## src/rtl/mem_arbiter.sv

```systemverilog
// mem_arbiter: arbitrates ic/dc requests onto one memory port and routes
// out-of-order responses back to their owner via an ID ownership table.
module mem_arbiter #(
  parameter int PA_WIDTH = 32,
  parameter int REG_WIDTH = 32,
  parameter int LINE_WIDTH = 128,
  parameter int ID_WIDTH = 2
) (
  input  logic                  clk,
  input  logic                  rst,
  input  logic                  i_ic_enable,
  input  logic [PA_WIDTH-1:0]   i_ic_addr,
  input  logic                  i_ic_ack,
  input  logic                  i_dc_enable,
  input  logic [PA_WIDTH-1:0]   i_dc_addr,
  input  logic [REG_WIDTH-1:0]  i_dc_data,
  input  logic                  i_dc_write,
  input  logic                  i_dc_ack,
  output logic                  o_ic_grant,
  output logic                  o_dc_grant,
  output logic [ID_WIDTH-1:0]   o_id_request,
  output logic                  o_ic_resp_enable,
  output logic                  o_dc_resp_enable,
  output logic [LINE_WIDTH-1:0] o_resp_data,
  output logic [ID_WIDTH-1:0]   o_resp_id,
  output logic                  o_mem_enable,
  output logic [PA_WIDTH-1:0]   o_mem_addr,
  output logic [REG_WIDTH-1:0]  o_mem_data,
  output logic                  o_mem_write,
  output logic                  o_mem_ack,
  input  logic                  i_mem_enable,
  input  logic [LINE_WIDTH-1:0] i_mem_data,
  input  logic [ID_WIDTH-1:0]   i_mem_id_request,
  input  logic [ID_WIDTH-1:0]   i_mem_id_response,
  output logic [ID_WIDTH:0]     o_outstanding,
  output logic                  o_error
);
  localparam int N_IDS = 2**ID_WIDTH;
  logic [N_IDS-1:0] valid, owner;
  logic last_grant, err, full, grant, hit, dup;
  logic [ID_WIDTH:0] cnt;
  assign full = cnt == (ID_WIDTH+1)'(N_IDS);
  // last_grant=1 means dc went last, so ic wins the next tie
  assign o_ic_grant = !rst && !full && i_ic_enable && (!i_dc_enable || last_grant);
  assign o_dc_grant = !rst && !full && i_dc_enable && (!i_ic_enable || !last_grant);
  assign grant = o_ic_grant || o_dc_grant;
  assign o_id_request = i_mem_id_request;
  assign o_mem_enable = grant;
  assign o_mem_addr = o_ic_grant ? i_ic_addr : o_dc_grant ? i_dc_addr : '0;
  assign o_mem_data = o_dc_grant ? i_dc_data : '0;
  assign o_mem_write = o_dc_grant && i_dc_write;
  assign o_mem_ack = i_ic_ack | i_dc_ack;
  assign hit = !rst && i_mem_enable && valid[i_mem_id_response];
  assign o_ic_resp_enable = hit && !owner[i_mem_id_response];
  assign o_dc_resp_enable = hit && owner[i_mem_id_response];
  assign o_resp_data = i_mem_data;
  assign o_resp_id = i_mem_id_response;
  // an ID freed and reissued in the same cycle is a legal reuse, not a collision
  assign dup = grant && valid[i_mem_id_request] && !(hit && i_mem_id_response == i_mem_id_request);
  assign o_outstanding = cnt;
  assign o_error = err;
  always_ff @(posedge clk or posedge rst) begin
    if (rst) begin
      valid <= '0;
      owner <= '0;
      last_grant <= 1'b1;
      cnt <= '0;
      err <= 1'b0;
    end else begin
      err <= (i_mem_enable && !valid[i_mem_id_response]) || dup;
      if (hit) valid[i_mem_id_response] <= 1'b0;
      if (grant) begin
        valid[i_mem_id_request] <= 1'b1;
        owner[i_mem_id_request] <= o_dc_grant;
        last_grant <= o_dc_grant;
      end
      cnt <= cnt + (ID_WIDTH+1)'(grant && !dup) - (ID_WIDTH+1)'(hit);
    end
  end
endmodule
```

## config.mk

```make
export PLATFORM = sky130hd
export DESIGN_NAME = mem_arbiter
export DESIGN_NICKNAME = d
export VERILOG_FILES = /design/src/rtl/mem_arbiter.sv
export SDC_FILE = /design/constraint.sdc
export NUM_CORES = 1
export LEC_CHECK = 0
export CAP_MARGIN = 40
export CORE_AREA = 2 2 170 172
export CTS_CLUSTER_SIZE = 12
export DETAILED_ROUTE_END_ITERATION = 8
export DIE_AREA = 0 0 172 174
export PLACE_DENSITY_LB_ADDON = 0.05
export SLEW_MARGIN = 20
export SYNTH_ARGS = -nofsm -noshare
export SYNTH_HDL_FRONTEND = slang
export SYNTH_SLANG_ARGS = --single-unit
export TNS_END_PERCENT = 100
```

## constraint.sdc

```tcl
create_clock -name clk -period 5.1 [get_ports clk]
set_input_delay 1.02 -clock clk [delete_from_list [all_inputs] [get_ports clk]]
set_output_delay 1.02 -clock clk [all_outputs]
set_load 0.02 [all_outputs]
```

==> flow_summary.yaml <==
floorplanning:
  rows: 62
  initial_utilization_pct: 9.14
  ios: 443
  coreArea_um2: 28200
  dieArea_um2: 29900
  die_x_um: 172
  die_y_um: 174
synth:
  ys_top_cells_by_area: "buf_4, dfrtp_1, a32oi_1, and2_4, nor2_1"
  yosysSeqAreaShare_pct: 12.7
  synth-seq-cells: 13
  synth_edf_count: 0
  syn-mean-instance-area_um2: 8.01
  yosysTopAreaCell: "buf_4"
  synth-main-ff-cell: "dfrtp_1"
  synth.distinct_cells: 35
  synthCells: 322
  syn-num-nets: 561
  synthesis.area_um2: 2580
  synth_top_area_share_pct: 38.7
  synth.most_common_cell: "buf_4"
  synthTopCellsByCount: "buf_4, nor2_1, a32oi_1"
  async_flop_share_pct: 100
  yosysWarnings: 0
pwr:
  p_int_mw: 0.613
  p_sw_mw: 0.441
  vdd_drop_max_mv: 0.224
  power_density_nw_per_um2: 267
  p_sw_share_pct: 41.8
  power_frac_seq_pct: 18.1
  power_frac_comb_pct: 67.7
  finalPower_mw: 1.05
  leakage_nw: 1.36
  p_clk_share_pct: 14.2
sta:
  final.period_utilization_pct: 82.5
  fin_setup_tns_ns: 0
  slew-limit-headroom_pct: 51.4
  rsz0062_at_grt: "no"
  skew_ns: 0.00163
  drv_slew: 0
  setup_viol: 0
  max_freq_mhz: 238
  hold_viol: 0
  tightest_slew_ns: 0.727
  fin_crit_ns: 4.21
cts:
  cts_tree: "built"
  cts_root_buf: "clkbuf_16"
  clock_latency_ns: 0.24
  post_cts_buffers: 0
  cts_buffers: 3
  clk_pin_slew_ns: 0.05
  holdBufCountCts: 0
  cts_resized: 0
  clkSinkCount: 13
  clock_path_buffers: 2
  h-tree-depth: 1
worst_setup_path:
  critPathSlowestCell: "clkdlybuf4s50_1"
  startpoint_type: "input port"
  critical_path_buf_inv_count: 4
  critPathTopFamily: "buffers and inverters"
  cp-end-kind: "output port"
  crit_start: "i_ic_enable"
  reg2reg_depth: 11
  worstPathRequired_ns: 4.08
  worstReg2RegEnd: "o_outstanding[2]"
  r2r_start: "o_outstanding[1]"
  reg2reg_slack_ns: 2.40
  critPathArrivalTime_ns: 3.19
  path_cells: "clkdlybuf4s50_1, buf_4, buf_4, a32oi_1, nor2_1, clkdlybuf4s50_1"
  critical_path.max_fanout: 27
  crit_type: "in -> out"
  cp_slowest_stage_delay_ns: 0.65
placement:
  io_buffers: 186
  dp_hpwl_um: 10200
  placed_cells: 746
  routabilityCongestion: 0.770
final_layout:
  final_nets: 606
  final_core_util_pct: 13.9
  fill_cells: 3285
  area_delta_synth_final_pct: 52.7
  seqCellArea_um2: 327
  drive_gt1_share_pct: 14.2
  antenna_cells: 0
  fin_cells: 750
  multi_input_area_um2: 1110
global_routing:
  grt_pass1_vias: 2512
  grt_pass1_wl_um: 17400
  grt_max_degree: 35
  antenna_found_initial: 0
  grt_usage_pct: 7.83
  overflow: 0
worst_hold_path:
  hold_end: "last_grant"
  min_path_type: "reg -> reg"
  hold_start: "last_grant"
  whs_path_depth: 1
drt:
  wl_per_cell_um: 16.7
  routed_wl_um: 12500
  drt_iter0_drc: 113
  viasPerCell: 3.06
  ant_nets: 0
  vias: 2293
  drc: 0
  firstDrtPassIters: 4
flow_run:
  maxCapViolations: 0
status:
  status: "finished, final reports clean"
-- layout make-up --
type	instances	area share (%)
clock buffer	4	2.00
sequential	13	8.29
tap	384	12.2
timing repair buffer	192	48.4
multi-input combinational	148	28.2
inverter	9	0.921
-- power by group through the flow --
stage               combinational [mW]  clock [mW]  sequential, mW
CTS                              0.731       0.156           0.192
floorplan                        0.524           0           0.199
finish                           0.713       0.150           0.191
global route                     0.769       0.161           0.200
detailed placement               0.727           0           0.193
global placement                 0.736           0           0.194
-- routing by layer --
layer | track usage, % | vias to the layer above | share of wire (%)
met2 | 14.4 | 128 | 53
li1 | - | 1043 | -
met1 | 8.03 | 1064 | 34
met3 | 2.00 | 58 | 7.9
met5 | 0 | - | 0
met4 | 4.17 | 0 | 5.0
-- flip-flops by register name (all words and copies together) (netlist names) --
| register | cells |
|---|---|
| owner | 4 |
| valid | 4 |
| o_outstanding | 3 |
| last_grant | 1 |
| o_error | 1 |
-- cell families after synthesis --
group	Yosys count	share of synthesized area (%)
and+or+nand+nor	88	21.0
muxes	3	2.62
AOI/OAI and AO/OA	50	16.2
adders and majority gates	3	1.75
DFF	13	12.7
xor gates and xnor gates	4	1.36
buffers and inverters	161	44.3
-- worst register-to-register path, cell delays in order (launching register included) --
cell and delay (ns):
dfrtp_1 0.44, nor3b_1 0.56, or3_1 0.33, inv_1 0.09, nand2_1 0.08, ha_1 0.22, inv_1 0.05, ha_1 0.13
inv_1 0.05, fa_1 0.37, xnor2_1 0.14, xnor2_1 0.12
-- metrics by stage --
| step | area [um2] | setup slack, ns | hold slack (ns) |
|---|---|---|---|
| after detailed placement | 3860 | 0.820 | 0.502 |
| after floorplan | 2580 | 1.96 | 0.458 |
| final | 3940 | 0.893 | 0.506 |
| after global routing | 3940 | 0.777 | 0.527 |
| after CTS | 3940 | 0.819 | 0.511 |
| after global placement | 3860 | 0.811 | 0.499 |
-- cell usage in the layout (no fill, tap or decap), types with 4 or more instances in the layout --
cell type / netlist / routed
nor2_1: 35 / 35
dfrtp_1: 12 / 12
a32oi_1: 32 / 32
clkdlybuf4s50_1: 0 / 186
nand2_1: 4 / 4
buf_4: 133 / 6
o41ai_1: 4 / 4
inv_1: 8 / 8
nand2b_1: 4 / 4
and2_4: 29 / 29
o21ai_0: 6 / 6
-- worst max-delay path by stage --
stage | to | slack (ns) | cells after the start
finish | o_mem_addr[3] | 0.89 | 6
floorplan | o_outstanding[2] | 1.96 | 13
global route | o_mem_addr[3] | 0.78 | 6
CTS | o_mem_addr[3] | 0.82 | 6
detailed placement | o_mem_addr[3] | 0.82 | 6
global placement | o_mem_addr[3] | 0.81 | 6
Note: power is estimated with default switching activity, not from simulation.
